[src/rtl/rv32_pkg.sv]
// Shared RV32I definitions: ALU operation selects, opcode and funct
// constants, and the decoded bundle that travels from decode to execute.
package rv32_pkg;

    typedef enum logic [4:0] {
        ALU_ADD     = 5'd0,
        ALU_SUB     = 5'd1,
        ALU_AND     = 5'd2,
        ALU_OR      = 5'd3,
        ALU_XOR     = 5'd4,
        ALU_SLL     = 5'd5,
        ALU_SRL     = 5'd6,
        ALU_SRA     = 5'd7,
        ALU_ADDI    = 5'd8,
        ALU_ANDI    = 5'd9,
        ALU_ORI     = 5'd10,
        ALU_XORI    = 5'd11,
        ALU_SLLI    = 5'd12,
        ALU_SRLI    = 5'd13,
        ALU_SRAI    = 5'd14,
        ALU_SLT     = 5'd15,
        ALU_SLTU    = 5'd16,
        ALU_SLTI    = 5'd17,
        ALU_SLTIU   = 5'd18,
        ALU_LUI     = 5'd19,
        ALU_AUIPC   = 5'd20,
        ALU_ILLEGAL = 5'd31
    } alu_opsel_e;

    // Major opcodes handled by the decoder
    localparam logic [6:0] OPC_OP     = 7'b0110011;
    localparam logic [6:0] OPC_OP_IMM = 7'b0010011;
    localparam logic [6:0] OPC_LUI    = 7'b0110111;
    localparam logic [6:0] OPC_AUIPC  = 7'b0010111;

    // funct3 values shared by OP and OP-IMM
    localparam logic [2:0] F3_ADD  = 3'b000;
    localparam logic [2:0] F3_SLL  = 3'b001;
    localparam logic [2:0] F3_SLT  = 3'b010;
    localparam logic [2:0] F3_SLTU = 3'b011;
    localparam logic [2:0] F3_XOR  = 3'b100;
    localparam logic [2:0] F3_SR   = 3'b101;
    localparam logic [2:0] F3_OR   = 3'b110;
    localparam logic [2:0] F3_AND  = 3'b111;

    // funct7 values: base encoding and the SUB/SRA alternate
    localparam logic [6:0] F7_BASE = 7'b0000000;
    localparam logic [6:0] F7_ALT  = 7'b0100000;

    typedef struct packed {
        alu_opsel_e  opsel;
        logic [4:0]  rs1;
        logic [4:0]  rs2;
        logic [4:0]  rd;
        logic [31:0] imm;
        logic        use_imm;
        logic        illegal;
        logic [31:0] pc;
    } decode_bundle_t;

endpackage

[src/rtl/rv32_instr_decoder.sv]
// Pure combinational RV32I integer-ALU decoder: raw instruction word in,
// fully expanded execute bundle out. Illegal words get rd/imm/use_imm zeroed.
module rv32_instr_decoder
    import rv32_pkg::*;
(
    input  logic [31:0]    i_instr,
    input  logic [31:0]    i_pc,
    output decode_bundle_t o_bundle
);

    logic [6:0]  w_opcode;
    logic [2:0]  w_funct3;
    logic [6:0]  w_funct7;
    logic [31:0] w_imm_i;
    logic [31:0] w_imm_sh;
    logic [31:0] w_imm_u;

    alu_opsel_e  w_opsel;
    logic [31:0] w_imm;
    logic        w_use_imm;
    logic        w_illegal;

    assign w_opcode = i_instr[6:0];
    assign w_funct3 = i_instr[14:12];
    assign w_funct7 = i_instr[31:25];
    assign w_imm_i  = {{20{i_instr[31]}}, i_instr[31:20]};
    assign w_imm_sh = {27'b0, i_instr[24:20]};
    assign w_imm_u  = {i_instr[31:12], 12'b0};

    // Select the ALU operation and raw immediate; anything unmatched stays ILLEGAL
    always_comb begin
        w_opsel   = ALU_ILLEGAL;
        w_imm     = '0;
        w_use_imm = 1'b0;
        case (w_opcode)
            OPC_OP: begin
                if (w_funct7 == F7_BASE) begin
                    case (w_funct3)
                        F3_ADD:  w_opsel = ALU_ADD;
                        F3_SLL:  w_opsel = ALU_SLL;
                        F3_SLT:  w_opsel = ALU_SLT;
                        F3_SLTU: w_opsel = ALU_SLTU;
                        F3_XOR:  w_opsel = ALU_XOR;
                        F3_SR:   w_opsel = ALU_SRL;
                        F3_OR:   w_opsel = ALU_OR;
                        F3_AND:  w_opsel = ALU_AND;
                    endcase
                end else if (w_funct7 == F7_ALT && w_funct3 == F3_ADD) begin
                    w_opsel = ALU_SUB;
                end else if (w_funct7 == F7_ALT && w_funct3 == F3_SR) begin
                    w_opsel = ALU_SRA;
                end
            end
            OPC_OP_IMM: begin
                w_use_imm = 1'b1;
                w_imm     = w_imm_i;
                case (w_funct3)
                    F3_ADD:  w_opsel = ALU_ADDI;
                    F3_SLT:  w_opsel = ALU_SLTI;
                    F3_SLTU: w_opsel = ALU_SLTIU;
                    F3_XOR:  w_opsel = ALU_XORI;
                    F3_OR:   w_opsel = ALU_ORI;
                    F3_AND:  w_opsel = ALU_ANDI;
                    F3_SLL: begin
                        w_imm = w_imm_sh;
                        if (w_funct7 == F7_BASE) begin
                            w_opsel = ALU_SLLI;
                        end
                    end
                    F3_SR: begin
                        w_imm = w_imm_sh;
                        if (w_funct7 == F7_BASE) begin
                            w_opsel = ALU_SRLI;
                        end else if (w_funct7 == F7_ALT) begin
                            w_opsel = ALU_SRAI;
                        end
                    end
                endcase
            end
            OPC_LUI: begin
                w_opsel   = ALU_LUI;
                w_imm     = w_imm_u;
                w_use_imm = 1'b1;
            end
            OPC_AUIPC: begin
                w_opsel   = ALU_AUIPC;
                w_imm     = w_imm_u;
                w_use_imm = 1'b1;
            end
            default: begin
                w_opsel = ALU_ILLEGAL;
            end
        endcase
    end

    assign w_illegal = (w_opsel == ALU_ILLEGAL);

    // Illegal instructions still flow downstream, but must not write a register
    assign o_bundle.opsel   = w_opsel;
    assign o_bundle.rs1     = i_instr[19:15];
    assign o_bundle.rs2     = i_instr[24:20];
    assign o_bundle.rd      = w_illegal ? 5'd0 : i_instr[11:7];
    assign o_bundle.imm     = w_illegal ? 32'd0 : w_imm;
    assign o_bundle.use_imm = w_use_imm & ~w_illegal;
    assign o_bundle.illegal = w_illegal;
    assign o_bundle.pc      = i_pc;

endmodule

[src/rtl/rv32_decode_stage.sv]
// Decode pipeline stage: valid/ready handshake around rv32_instr_decoder,
// with either a one-entry skid buffer (registered if_ready) or a plain
// pipeline register (pass-through if_ready).
module rv32_decode_stage
    import rv32_pkg::*;
#(
    parameter bit ENABLE_SKID = 1'b1
) (
    input  logic        clk,
    input  logic        rst,
    input  logic        flush,
    input  logic        if_valid,
    output logic        if_ready,
    input  logic [31:0] if_instr,
    input  logic [31:0] if_pc,
    output logic        ex_valid,
    input  logic        ex_ready,
    output logic [4:0]  ex_alu_opsel,
    output logic [4:0]  ex_rs1,
    output logic [4:0]  ex_rs2,
    output logic [4:0]  ex_rd,
    output logic [31:0] ex_imm,
    output logic        ex_use_imm,
    output logic [31:0] ex_pc,
    output logic        ex_illegal
);

    decode_bundle_t w_dec;
    decode_bundle_t r_out;
    logic           r_out_valid;
    logic           w_accept;
    logic           w_drain;

    rv32_instr_decoder u_decoder (
        .i_instr  (if_instr),
        .i_pc     (if_pc),
        .o_bundle (w_dec)
    );

    // Output register may take new data when empty or when its bundle leaves
    assign w_drain  = ~r_out_valid | ex_ready;
    assign w_accept = if_valid & if_ready;

    generate
        if (ENABLE_SKID) begin : g_skid
            decode_bundle_t r_skid;
            logic           r_skid_valid;
            logic           r_if_ready;
            logic           w_skid_next;

            assign if_ready = r_if_ready;

            // Skid occupancy after this edge (ignoring flush); if_ready tracks its inverse
            assign w_skid_next = w_drain ? (r_skid_valid & w_accept)
                                         : (r_skid_valid | w_accept);

            // Output register plus one skid entry; skid drains first to keep order
            always_ff @(posedge clk) begin
                if (rst) begin
                    r_out        <= '0;
                    r_out_valid  <= 1'b0;
                    r_skid       <= '0;
                    r_skid_valid <= 1'b0;
                    r_if_ready   <= 1'b0;
                end else if (flush) begin
                    r_out_valid  <= 1'b0;
                    r_skid_valid <= 1'b0;
                    r_if_ready   <= 1'b1;
                end else begin
                    if (w_drain) begin
                        if (r_skid_valid) begin
                            r_out        <= r_skid;
                            r_out_valid  <= 1'b1;
                            r_skid_valid <= w_accept;
                            if (w_accept) begin
                                r_skid <= w_dec;
                            end
                        end else begin
                            r_out_valid <= w_accept;
                            if (w_accept) begin
                                r_out <= w_dec;
                            end
                        end
                    end else if (w_accept) begin
                        r_skid       <= w_dec;
                        r_skid_valid <= 1'b1;
                    end
                    r_if_ready <= ~w_skid_next;
                end
            end
        end else begin : g_pipe
            logic r_live;

            // r_live holds if_ready low during reset and the cycle it releases
            assign if_ready = r_live & w_drain;

            // Single pipeline register, reloaded whenever it is empty or draining
            always_ff @(posedge clk) begin
                if (rst) begin
                    r_out       <= '0;
                    r_out_valid <= 1'b0;
                    r_live      <= 1'b0;
                end else begin
                    r_live <= 1'b1;
                    if (flush) begin
                        r_out_valid <= 1'b0;
                    end else if (w_drain) begin
                        r_out_valid <= w_accept;
                        if (w_accept) begin
                            r_out <= w_dec;
                        end
                    end
                end
            end
        end
    endgenerate

    assign ex_valid     = r_out_valid;
    assign ex_alu_opsel = r_out.opsel;
    assign ex_rs1       = r_out.rs1;
    assign ex_rs2       = r_out.rs2;
    assign ex_rd        = r_out.rd;
    assign ex_imm       = r_out.imm;
    assign ex_use_imm   = r_out.use_imm;
    assign ex_pc        = r_out.pc;
    assign ex_illegal   = r_out.illegal;

endmodule

[config.mk]
export PLATFORM = sky130hd
export DESIGN_NAME = rv32_decode_stage
export DESIGN_NICKNAME = d
export VERILOG_FILES = /design/src/rtl/rv32_pkg.sv /design/src/rtl/rv32_instr_decoder.sv /design/src/rtl/rv32_decode_stage.sv
export SDC_FILE = /design/constraint.sdc
export NUM_CORES = 1
export LEC_CHECK = 0
export CELL_PAD_IN_SITES_DETAIL_PLACEMENT = 0
export CELL_PAD_IN_SITES_GLOBAL_PLACEMENT = 2
export CORE_MARGIN = 1.5
export CORE_UTILIZATION = 25
export CTS_CLUSTER_DIAMETER = 200
export DETAILED_ROUTE_END_ITERATION = 7
export GPL_TIMING_DRIVEN = 1
export PLACE_DENSITY = 0.78
export SLEW_MARGIN = 20
export SYNTH_ARGS = -nofsm -noshare
export SYNTH_HDL_FRONTEND = slang
export SYNTH_SLANG_ARGS = --single-unit
[constraint.sdc]
create_clock -name clk -period 5 [get_ports clk]
set_input_delay 1.25 -clock clk [delete_from_list [all_inputs] [get_ports clk]]
set_output_delay 1.25 -clock clk [all_outputs]
set_load 0.02 [all_outputs]
==> results by group <==
Status
  – Status: finished, final reports clean

Place
  – GP Congestion: 0.739
  – Buffers on Ports: 156
  – HPWL Detailed: 13,600 µm
  – Setup WS pre-CTS: 0.678 ns

Setup path
  – Worst EP required: 5.32 ns
  – R2R Setup Slk: 2.81 ns
  – CP Max Fanout: 24
  – Arrival time at the worst endpoint: 4.22 ns
  – Worst path depth: 11
  – CP Cell Sequence: clkdlybuf4s50_1 -> inv_1 -> ha_1 -> or2_2 -> o32ai_1 -> a211oi_1 -> a221oi_2 -> or4_1 -> buf_4 -> o2111ai_1 -> a311oi_1
  – CP Buf/Inv Count: 3
  – R2R depth: 5
  – CP max-delay cell: clkdlybuf4s50_1
  – Slowest cell delay on critical path: 0.58 ns
  – Reg-to-Reg Start: g_skid.r_skid_valid
  – Cell family with most CP delay: compound AO/OA/AOI/OAI gates
  – Critical Path Sink Type: flop
  – Crit path launch type: input pin
  – Reg-to-reg critical path endpoint: g_skid.r_skid[24]
  – Setup CP Type: in -> reg

Global route
  – First-pass GRT wire length: 35,600 µm
  – GR Util met2: 0.222
  – Global route overflow: 0
  – Vias in the first global route: 6,308
  – Met3 usage: 0.0337
  – Total Routing Usage GR: 0.145
  – Met1 Usage GRT: 0.204
  – Initial antenna violation count: 0
  – Global routing's busiest layer: met2
  – Largest net degree at the start of global routing: 143

CTS
  – H-tree depth: 4
  – Number of gates resized after CTS: 0
  – Reg clk slew, reported paths: 0.07 ns
  – Clock sink count: 175
  – Worst-Skew Late Latency: 0.43 ns
  – Root Driver: clkbuf_16
  – Clock buffer count from CTS: 17
  – Max clock buf depth: 2
  – Setup Fix Bufs, Post-CTS: 0
  – Hold buffers post-CTS: 0
  – CTS tree: built

Worst hold path
  – Hold Path Cell Cnt: 2
  – Hold path startpoint: ex_alu_opsel[3]
  – WHS Endpoint: ex_alu_opsel[3]
  – HP Class: reg -> reg

STA
  – Fin crit share: 0.779
  – Fmax: 257 MHz
  – Fin. max-slew vios: 0
  – Slew HR: 0.303
  – Slew @ Worst Pin: 1.05 ns
  – Unrepaired setup endpoints after global routing: false
  – Final hold violation count: 0
  – Total Neg Setup Slack: 0 ns
  – Final setup fails: 0
  – Minimum clock period: 3.90 ns
  – Final worst setup slack: 1.10 ns
  – Clk_skew: 0.0122 ns

Detailed routing
  – Vias per inst: 4.67
  – ANT nets after route: 0
  – DR vias: 6,692
  – WL/cell: 15.7 µm
  – Pre-antenna DRT Iters: 5
  – 1st-iter DRT viols: 364
  – Final WL: 22,500 µm
  – DRC viols: 0

Power and ir drop
  – LEAKAGE: 3.25 nW
  – Switch Pwr: 0.794 mW
  – Clock share of power: 0.446
  – Net switching fraction of the power: 0.252
  – Flop pwr share: 0.457
  – Pwr dens: 314 mW/mm²
  – Gate power share: 0.097
  – Internal power: 2.35 mW
  – Max VDD drop: 213 µV

Layout
  – Synthesis-to-layout area growth: 32.6%
  – Filler instances: 3,079
  – Total Nets Final: 1,104
  – # diodes: 0
  – Final Util: 0.337
  – Ratio of cells with drive above 1 in the final layout: 0.0575

Synth
  – Post-Synth Simple-Gate Area: 0.202
  – Yosys warning count: 0
  – Mux cell area share after synthesis: 0.0585
  – Syn_area_per_cell: 8.13 µm²
  – Post-synthesis xor/xnor area fraction: 0
  – Sequential-to-total area share from yosys stat: 0.464
  – Ys async rst share: 0
  – Synth area leader: dfxtp_1
  – Top cells by count, synth: dfxtp_1 (175), nand2_1 (168), nor2_1 (118)
  – Post-Syn Area: 0.00755 mm²
  – Dominant cells by area after synthesis: dfxtp_1 (46%), nand2_1 (8.4%), a21oi_1 (6.8%)
  – Largest family of logic cells by synthesized area: compound AO/OA/AOI/OAI gates
  – Mapped Nets: 1,001
  – Post-synthesis adder-cell area fraction: 0.00663
  – EDFF count, synth: 0
  – Synth top area share: 0.464
  – Synth Instances: 928
  – Post-synth cell types: 43
  – Flops & latches, synth: 175
  – Synth Area in Compound Gates: 0.222
  – Count leader, synth: dfxtp_1
  – Top FF cell, synth: dfxtp_1

Die
  – Full die area: 0.0312 mm²
  – Die W: 177 µm
  – CORE AREA: 0.0297 mm²
  – Die Y: 177 µm
  – Initial core utilization: 0.254
  – # rows: 63
  – IO Count: 157

Run
  – Max Cap Violations: 0
-- power by group through the flow --
stage	Clock (mW)	Sequential [mW]	Combinational, mW
2_1_floorplan	0	1.51	0.113
3_3_place_gp	0	1.47	0.310
3_5_place_dp	0	1.47	0.308
4_1_cts	1.45	1.44	0.310
5_1_grt	1.51	1.44	0.331
6_report	1.40	1.44	0.305
-- worst reg2reg max path, delay by kind of cell, from the launching register on --
kind | cells | cell delay (ns)
AO/OA/AOI/OAI | 1 | 0.13
flip-flops | 1 | 0.48
buffers and inverters | 1 | 0.41
AND/OR/NAND/NOR | 3 | 1.07
-- flip-flops by register name (all words and copies together), names as in the netlist --
register	cells
ex_alu_opsel	5
ex_illegal	1
ex_imm	32
ex_pc	32
ex_rd	5
ex_rs1	5
ex_rs2	5
ex_use_imm	1
ex_valid	1
g_skid.r_skid	86
g_skid.r_skid_valid	1
if_ready	1
-- how the worst max path moves through the flow --
stage | startpoint | to
2_1_floorplan | if_instr[12] | ex_illegal
6_report | if_instr[12] | ex_imm[2]
3_5_place_dp | if_instr[12] | ex_imm[3]
3_3_place_gp | if_instr[12] | ex_imm[1]
5_1_grt | if_instr[12] | ex_imm[1]
4_1_cts | if_instr[12] | ex_imm[2]
-- placed cells by master, fill, tap and decap left out, drive strengths merged, types with 2 or more instances in the layout --
cell type,instances
clkdlybuf4s50,155
o2111ai,11
a211o,2
clkbuf,19
clkinv,5
or3,3
ha,4
a311oi,8
or2,3
dfxtp,175
a21oi,102
a21o,17
o21ai,17
nand3,9
nand2,169
o31a,2
buf,15
o211ai,35
nor3,23
or4,2
bufinv,2
mux2i,43
nand2b,22
nor2b,3
a211oi,57
inv,8
nor2,118
-- through the flow --
stage	cells	total power, mW	hold WS (ns)	instance area (µm²)
floorplan	928	1.62	0.432	7550
global placement	1402	1.78	0.439	9400
detailed placement	1402	1.78	0.445	9400
CTS	1433	3.20	0.454	10000
global route	1433	3.28	0.468	10000
finish	1433	3.15	0.452	10000
-- cell families (layout without fill, tap and decap cells) --
group / Yosys count / count (layout)
simple gates: 359 / 359
fa+ha+maj: 4 / 4
mux: 44 / 44
buf+inv: 89 / 204
compound gates: 257 / 257
flops: 175 / 175
-- metal layers --
| metal | up-vias | routed length, µm | share of wire |
|---|---|---|---|
| li1 | 3449 | - | - |
| met1 | 3099 | 11300 | 0.50 |
| met2 | 132 | 10000 | 0.45 |
| met3 | 12 | 1000 | 0.044 |
| met4 | 0 | 197 | 0.0088 |
| met5 | - | 0 | 0 |
-- layout make-up --
cell class                 count  area [µm²]  area share
multi-input combinational    664        3700       0.370
sequential                   175        3510       0.350
timing repair buffer         170        1690       0.169
tap                          390         488      0.0487
clock buffer                  19         464      0.0464
clock inverter                12         145      0.0145
inverter                       3        11.3     0.00112
Note: power is estimated with default switching activity, not from simulation.
